===== config.mk =====
export PLATFORM = sky130hd
export DESIGN_NAME = game_scene_ctrl_flat
export DESIGN_NICKNAME = d
export VERILOG_FILES = /design/src/rtl/game_scene_ctrl_if.sv /design/src/rtl/game_scene_ctrl.sv /design/src/flat_wrapper.sv
export SDC_FILE = /design/constraint.sdc
export NUM_CORES = 1
export LEC_CHECK = 0
export ABC_AREA = 1
export CORE_UTILIZATION = 45
export CTS_CLUSTER_DIAMETER = 50
export CTS_CLUSTER_SIZE = 25
export DETAILED_ROUTE_END_ITERATION = 8
export PLACE_DENSITY = 0.75
export SLEW_MARGIN = 20
export SYNTH_ARGS = -nofsm -noshare
export SYNTH_HDL_FRONTEND = slang
export SYNTH_SLANG_ARGS = --single-unit
export TNS_END_PERCENT = 100

===== constraint.sdc =====
create_clock -name clk -period 1.5 [get_ports clk]
set_input_delay 0.3 -clock clk [delete_from_list [all_inputs] [get_ports clk]]
set_output_delay 0.3 -clock clk [all_outputs]
set_load 0.005 [all_outputs]

===== src/rtl/game_scene_ctrl_if.sv =====
// game_scene_ctrl_if: button, game-logic status and scene/level outputs of the scene controller
interface game_scene_ctrl_if #(
  parameter int NUM_LEVELS = 3,
  parameter int LVL_W      = 2
);
  logic                  btn_start;
  logic                  btn_pause;
  logic                  btn_continue;
  logic                  btn_restart;
  logic                  btn_exit;
  logic                  btn_help;
  logic                  btn_cancel;
  logic [NUM_LEVELS-1:0] btn_level_sel;
  logic                  all_dead;
  logic                  level_clear;
  logic [2:0]            scene;
  logic [LVL_W-1:0]      level;
  logic                  level_start;
  modport master (
    output btn_start, btn_pause, btn_continue, btn_restart, btn_exit, btn_help, btn_cancel,
           btn_level_sel, all_dead, level_clear,
    input  scene, level, level_start
  );
  modport slave (
    input  btn_start, btn_pause, btn_continue, btn_restart, btn_exit, btn_help, btn_cancel,
           btn_level_sel, all_dead, level_clear,
    output scene, level, level_start
  );
endinterface


===== src/rtl/game_scene_ctrl.sv =====
// game_scene_ctrl: hold-qualified buttons driving the START/PLAY/PAUSE/OVER/HELP/WIN scene FSM (clk, async active-low rst, bus: buttons + status in, scene/level/level_start out)
module game_scene_ctrl #(
  parameter int NUM_LEVELS  = 3,
  parameter int LVL_W       = 2,
  parameter int HOLD_CYCLES = 2,
  parameter int CNT_W       = 4
) (
  input logic              clk,
  input logic              rst,
  game_scene_ctrl_if.slave bus
);
  localparam int NB = 7 + NUM_LEVELS;
  typedef enum logic [2:0] {S_START = 3'd0, S_PLAY = 3'd1, S_PAUSE = 3'd2, S_OVER = 3'd3, S_HELP = 3'd4, S_WIN = 3'd5} scene_t;
  scene_t           scene_q, scene_d;
  logic [LVL_W-1:0] level_q, level_d, sel_lvl;
  logic             origin_q, origin_d, fresh, pend_q, ls_q;
  logic [NB-1:0]    raw, ev_d, ev_q;
  logic [CNT_W-1:0] cnt_d [NB];
  logic [CNT_W-1:0] cnt_q [NB];
  logic             ev_quit;
  assign raw = {bus.btn_level_sel, bus.btn_cancel, bus.btn_help, bus.btn_exit, bus.btn_restart,
                bus.btn_continue, bus.btn_pause, bus.btn_start};
  assign ev_quit = ev_q[3] | ev_q[4];
  // Event fires on the sample that brings the counter to HOLD_CYCLES; saturation blocks repeats until release.
  always_comb begin
    for (int b = 0; b < NB; b++) begin
      cnt_d[b] = !raw[b] ? '0 : cnt_q[b] == CNT_W'(HOLD_CYCLES) ? cnt_q[b] : cnt_q[b] + 1'b1;
      ev_d[b]  = raw[b] && cnt_q[b] == CNT_W'(HOLD_CYCLES - 1);
    end
  end
  always_comb begin
    sel_lvl = '0;
    for (int i = NUM_LEVELS - 1; i >= 0; i--) if (ev_q[7+i]) sel_lvl = LVL_W'(i + 1);
  end
  always_comb begin
    scene_d  = scene_q;
    level_d  = level_q;
    origin_d = origin_q;
    fresh    = 1'b0;
    case (scene_q)
      S_START:
        if (ev_q[5]) begin
          scene_d  = S_HELP;
          origin_d = 1'b0;
        end else if (ev_q[0] || sel_lvl != '0) begin
          scene_d = S_PLAY;
          level_d = ev_q[0] ? LVL_W'(1) : sel_lvl;
          fresh   = 1'b1;
        end
      S_PLAY:
        if (bus.all_dead) scene_d = S_OVER;
        else if (bus.level_clear) begin
          if (level_q == LVL_W'(NUM_LEVELS)) scene_d = S_WIN;
          else begin
            level_d = level_q + 1'b1;
            fresh   = 1'b1;
          end
        end else if (ev_quit) scene_d = S_START;
        else if (ev_q[1]) scene_d = S_PAUSE;
      S_PAUSE:
        if (ev_q[2]) scene_d = S_PLAY;
        else if (ev_q[5]) begin
          scene_d  = S_HELP;
          origin_d = 1'b1;
        end else if (ev_quit) scene_d = S_START;
      S_HELP:
        if (ev_q[6]) scene_d = origin_q ? S_PAUSE : S_START;
        else if (ev_quit) scene_d = S_START;
      S_OVER, S_WIN: scene_d = ev_quit ? S_START : scene_q;
      default: scene_d = S_START;
    endcase
    if (scene_d == S_START) level_d = '0;
  end
  // level_start trails the PLAY entry by one cycle, hence the pend_q stage.
  always_ff @(posedge clk or negedge rst) begin
    if (!rst) begin
      scene_q  <= S_START;
      level_q  <= '0;
      origin_q <= 1'b0;
      pend_q   <= 1'b0;
      ls_q     <= 1'b0;
      ev_q     <= '0;
      for (int b = 0; b < NB; b++) cnt_q[b] <= '0;
    end else begin
      scene_q  <= scene_d;
      level_q  <= level_d;
      origin_q <= origin_d;
      pend_q   <= fresh;
      ls_q     <= pend_q;
      ev_q     <= ev_d;
      for (int b = 0; b < NB; b++) cnt_q[b] <= cnt_d[b];
    end
  end
  assign bus.scene       = scene_q;
  assign bus.level       = level_q;
  assign bus.level_start = ls_q;
endmodule


===== src/flat_wrapper.sv =====
// flat-port wrapper written by rule: the top's interface ports become plain ports
module game_scene_ctrl_flat 
#(
  parameter int NUM_LEVELS  = 3,
  parameter int LVL_W       = 2,
  parameter int HOLD_CYCLES = 2,
  parameter int CNT_W       = 4
)
  (clk, rst, bus_btn_start, bus_btn_pause, bus_btn_continue, bus_btn_restart, bus_btn_exit, bus_btn_help, bus_btn_cancel, bus_btn_level_sel, bus_all_dead, bus_level_clear, bus_scene, bus_level, bus_level_start);
  game_scene_ctrl_if #(.NUM_LEVELS(NUM_LEVELS), .LVL_W(LVL_W)) bus_i ();
  input logic clk;
  input logic rst;
  input wire logic [$bits(bus_i.btn_start)-1:0] bus_btn_start;
  input wire logic [$bits(bus_i.btn_pause)-1:0] bus_btn_pause;
  input wire logic [$bits(bus_i.btn_continue)-1:0] bus_btn_continue;
  input wire logic [$bits(bus_i.btn_restart)-1:0] bus_btn_restart;
  input wire logic [$bits(bus_i.btn_exit)-1:0] bus_btn_exit;
  input wire logic [$bits(bus_i.btn_help)-1:0] bus_btn_help;
  input wire logic [$bits(bus_i.btn_cancel)-1:0] bus_btn_cancel;
  input wire logic [$bits(bus_i.btn_level_sel)-1:0] bus_btn_level_sel;
  input wire logic [$bits(bus_i.all_dead)-1:0] bus_all_dead;
  input wire logic [$bits(bus_i.level_clear)-1:0] bus_level_clear;
  output wire logic [$bits(bus_i.scene)-1:0] bus_scene;
  output wire logic [$bits(bus_i.level)-1:0] bus_level;
  output wire logic [$bits(bus_i.level_start)-1:0] bus_level_start;
  assign bus_i.btn_start = bus_btn_start;
  assign bus_i.btn_pause = bus_btn_pause;
  assign bus_i.btn_continue = bus_btn_continue;
  assign bus_i.btn_restart = bus_btn_restart;
  assign bus_i.btn_exit = bus_btn_exit;
  assign bus_i.btn_help = bus_btn_help;
  assign bus_i.btn_cancel = bus_btn_cancel;
  assign bus_i.btn_level_sel = bus_btn_level_sel;
  assign bus_i.all_dead = bus_all_dead;
  assign bus_i.level_clear = bus_level_clear;
  assign bus_scene = bus_i.scene;
  assign bus_level = bus_i.level;
  assign bus_level_start = bus_i.level_start;
  game_scene_ctrl #(.NUM_LEVELS(NUM_LEVELS), .LVL_W(LVL_W), .HOLD_CYCLES(HOLD_CYCLES), .CNT_W(CNT_W)) u_core (.clk(clk), .rst(rst), .bus(bus_i));
endmodule

* Yosys cells after proc, flatten, opt, wreduce, memory -nomap -nowiden *
Cells that the tools add are included.

word-level totals
  logic and storage cells = 145
  bits in writable memories = 0
  memory bits (read-only) = 0
  output and inout port bits = 6
  bits in latches = 0
  memories = 0
  bits in registers = 58
  input port bits = 14

cells by class
  multipliers = 0
  multiplexer cells = 54
  add/sub/neg operators = 11
  shift operators = 0
  reductions and logical operators = 19
  order comparisons = 0
  equal/unequal tests = 44
  bitwise gates (word level) = 1
  div/mod/pow operators = 0

operators by type and width
  kind                 number
  $mux 4               20
  $add 4x1->4 const B  10
  $eq 4x1->1 const B   10
  $eq 4x2->1 const B   10
  $mux 3               11
  $mux 2               11
  $ne 2x2->1 const B   11
  $pmux 3 s5           1
  $logic_and 1x1->1    10
  $mux 1               8
  $eq 3x2->1 const B   2
  $eq 3x3->1 const B   2
  $logic_not 3->1      2
  $ne 3x2->1 const B   2
  $ne 3x3->1 const B   2
  $reduce_and 6->1     1
  $ne 2x1->1 const B   2
  $pmux 1 s2           2
  $pmux 2 s2           1
  $reduce_and 4->1     1
  $reduce_bool 2->1    2
  $eq 3x1->1 const B   1
  $ne 3x1->1 const B   1
  $reduce_bool 3->1    1
  other kinds (5)      5

* Longest topological paths before layout *
  word-level depth = 11
  gate-level depth with buffers = 10
  mapped depth without buffers = 10

* Least setup slack after synthesis *
Ideal clock, no wire load.

  path type = reg2reg
  start point = reg u_core.level_q[0], in the netlist u_core.bus.level[0]
  end point = reg u_core.level_q[0], in the netlist u_core.bus.level[0]
  cell stages (with the launch flop) = 10
  required time = 1.375 ns
  path slack = 0.164 ns
  setup time = 0.125 ns
  data arrival time = 1.211 ns
  clock period less this slack = 1.336 ns
  path buffers = 0
  cells stage by stage = dfrtp_1 -> ha_1 -> inv_1 -> nand2_1 -> a21oi_1 -> nand2_1 -> nand2_1 -> nand2_1 -> nor2_1 -> a21oi_1

between the ends
  word-level cells in the longest chain between the ends = 8
  elaborated cells between the ends (all ways) = 19
  those cells by class = add/sub: 1; eq/ne: 6; mux: 9; reduce/logical: 3

ends and longest elaborated chain
  item                                                       line                   text
  start: declaration                                         game_scene_ctrl.sv:15  logic [LVL_W-1:0] level_q, level_d, sel_lvl;
  start signal: assignment                                   game_scene_ctrl.sv:86  level_q <= level_d;
  $eq 2x2->1 (*)                                             game_scene_ctrl.sv:53  if (level_q == LVL_W'(NUM_LEVELS)) scene_d = S_WIN;
  $mux 3 (*)                                                 game_scene_ctrl.sv:53
  $mux 3 (*)                                                 game_scene_ctrl.sv:52  else if (bus.level_clear) begin
  $mux 3 (*)                                                 game_scene_ctrl.sv:51  if (bus.all_dead) scene_d = S_OVER;
  $pmux 3 s5 (*)                                             game_scene_ctrl.sv:40  case (scene_q)
  named net u_core.scene_d[0]                                game_scene_ctrl.sv:14  scene_t scene_q, scene_d;
  $logic_not 3->1 (*)                                        game_scene_ctrl.sv:72  if (scene_d == S_START) level_d = '0;
  $ne 3x3->1 (no source line), or another cell as far along  n/a
  $reduce_and 6->1 (no source line)                          n/a

Mark *: on every way through the listed nets, which the timed path passes. The rest lies on a longest branch. The select of a mux whose other input is x is not followed.
A chain may end at the register's enable or synchronous reset.

* Final worst setup path *
Same ends and word-level chain as after synthesis.

==> impl_metrics.toml <==
[setup_path]
path_max_fanout = 3
worstPathArrival_ps = 1710
end_kind = "register"
path_class = "reg -> reg"
cp.required_ps = 1710
cp-start-kind = "register"

[global_routing]
grt_max_degree = 32
grt_usage_pct = 18.9
grt_pass1_vias = 2371
antenna_found_initial = 0
grt_pass1_wl_mm = 10.5
overflow = 0

[synthesis]
ys.warnings.count = 0
synthCells = 349
seq_area_frac_synth_pct = 46.9
synth_ff_type = "dfrtp_1"
ys_seq_elements = 58
syn_area_um2 = 3090
ys_types = 24
syn_area_per_cell_um2 = 8.86
synth-edff-count = 0
synth-async-reset-ratio_pct = 100
synth.net_count = 394

[cells_and_area]
drive_above_1_share_pct = 12.9
final_cell_count_no_fill = 473
stdcell_area_um2 = 3800
syn_to_final_growth_pct = 22.8
utilization_pct = 58.4
num-nets-final = 437
num_antenna_cells = 0

[drt]
drt_iter0_drc = 78
num_vias = 2292
vias_per_cell = 4.85
drtPass1Iterations = 8
drc_errors = 2
ant_nets = 0
drt_wl_total_mm = 5.88
routedWlPerCell_um = 12.4

[pwr]
p_leak_nw = 1.92
p_per_area_nw_per_um2 = 1680
totalPowerFinal_mw = 6.38
irDropWorstVdd_v = 0.000683

[die]
start_util_pct = 47.6
die_w_um = 84.9
die-height_um = 84.9
std_cell_rows = 29
io_pins = 20
die_area_um2 = 7210
core_um2 = 6490

[timing]
maxSlewHeadroom_pct = 68.5
setup_viol = 0
fmax_ghz = 0.668
worst_slew_pin_slew_ps = 472
finalSetupTns_ps = 0
fin_skew_ps = 8.60
layout_min_cycle_time_ps = 1500
rsz0062_at_grt = "yes"
hold_viol_final = 0
finalMaxSlewViolations = 0
post-route-period-util_pct = 99.8

[place]
place_inst = 453
place_hpwl_mm = 3.96
placedInstanceArea_um2 = 3450
numPortBuffers = 19
gp_congestion = 0.828

[cts]
cts_num_sinks = 58
clk_pin_slew_worst_paths_ps = 70
cts_buffer_depth = 2
numCtsBuffers = 9
cts_tree = "yes"
clock_tree.root_cell = "clkbuf_8"
cts_htree_levels = 3
clk_latency_ps = 330

[run_status]
violations = "design-rule violations"
outcome = "finished, violations left"

[run]
maxCapViolations = 0

[min_path]
hold_path_class = "reg -> reg"
## metal layers
metal | GRT usage, % | up-vias | wire length (um)
li1 | - | 1183 | -
met2 | 31.9 | 32 | 3010
met5 | 0 | - | 0
met1 | 22.5 | 1067 | 2560
met4 | 8.17 | 0 | 136
met3 | 5.74 | 10 | 177
## final cells by class
cell class / count / area (um^2)
clock buffer: 10 / 138
timing repair buffer: 34 / 329
tap: 77 / 96.3
inverter: 48 / 183
fill: 541 / 2700
clock inverter: 5 / 103
sequential: 58 / 1450
multi-input combinational: 241 / 1490
## registers in the layout, indices dropped and copies added, names as in the netlist
| register | cells |
|---|---|
| u_core.ev_q | 10 |
| u_core.bus.level_start | 1 |
| u_core.cnt_q | 40 |
| u_core.bus.scene | 3 |
| u_core.pend_q | 1 |
| u_core.bus.level | 2 |
| u_core.origin_q | 1 |
## Yosys cell counts, types with 2 or more instances
| cell | n | area, um^2 |
|---|---|---|
| and3_1 | 3 | 18.8 |
| dfrtp_1 | 58 | 1450 |
| nor2_8 | 2 | 40.0 |
| nand4_1 | 2 | 12.5 |
| inv_2 | 2 | 7.51 |
| o22ai_1 | 3 | 18.8 |
| ha_1 | 31 | 388 |
| xor2_1 | 10 | 87.6 |
| nor2_1 | 57 | 214 |
| nand2_1 | 60 | 225 |
| a211oi_1 | 2 | 15.0 |
| xnor2_1 | 10 | 87.6 |
| inv_1 | 45 | 169 |
| nand3_1 | 28 | 140 |
| a21oi_1 | 5 | 25.0 |
| nand2_4 | 2 | 22.5 |
| o21ai_0 | 22 | 110 |
## final timing paths
kind	cells past startpoint	start	endpoint	slack, ps
max	10	u_core.bus.level[0]	u_core.bus.level[0]	4
min	0	u_core.pend_q	u_core.bus.level_start	350
max reg2reg	10	u_core.bus.level[0]	u_core.bus.level[0]	4
min reg2reg	0	u_core.pend_q	u_core.bus.level_start	350
max in group asynchronous	3	rst	u_core.bus.scene[0]	510
min in group asynchronous	2	rst	u_core.cnt_q[7]	460
## metrics by stage
step,worst slack (ps),hold WS (ps)
after floorplan,164,4.41
after global placement,-9.61,277
after detailed placement,-61.5,285
after CTS,-49.2,351
after global routing,-108,383
final,3.63,349
## kinds of logic (layout without fill, tap and decap cells)
group	count (synthesis)	after routing	share of synthesized area, %
AO/OA/AOI/OAI	32	32	5.46
XOR/XNOR	20	20	5.67
adder cells (fa/ha/maj)	31	31	12.5
buffers and inverters	50	97	6.43
flip-flops	58	58	46.9
AND/OR/NAND/NOR	158	158	22.9
## worst max-delay path: stages, from the launching register on
cell and delay (ps):
dfrtp_1 410, buf_6 130, ha_4 160, inv_4 60, nand2_2 50, a21oi_2 140, nand2_1 70, nand2_1 70
nand2_2 70, nor2_4 140, a21oi_2 70
## report_power, final
group / internal [mW] / switching [mW] / total [mW] / leakage, nW
Clock: 1.14 / 0.613 / 1.75 / 0.118
Sequential: 1.98 / 0.429 / 2.40 / 0.772
Combinational: 0.948 / 1.27 / 2.22 / 1.03
Total: 4.06 / 2.32 / 6.38 / 1.92
## timing repair
action | CTS | global route
pin swaps | 1 | 6
endpoints found under the setup margin | 5 | 3
hold buffers | 1 | 0
resized for setup | 9 | 18
setup buffers | 4 | 1
cloned | 0 | 0
endpoints found under the hold margin | 17 | 0
## cells in the final DEF (no fill, tap or decap), drive strengths merged
cell            n
buf            15
xor2           10
nor2           59
o21ai          22
a211oi          2
inv            47
dlymetal6s2s    1
nand2          63
xnor2          10
nand3          29
nor3            1
dlygate4sd2     4
clkinvlp        1
bufinv          3
nand3b          1
nand4           2
clkbuf         11
clkinv          2
ha             31
a21oi           5
and3            3
dlygate4sd3     1
o22ai           3
dfrtp          58
clkdlybuf4s50  12
Note: power is estimated with default switching activity, not from simulation.
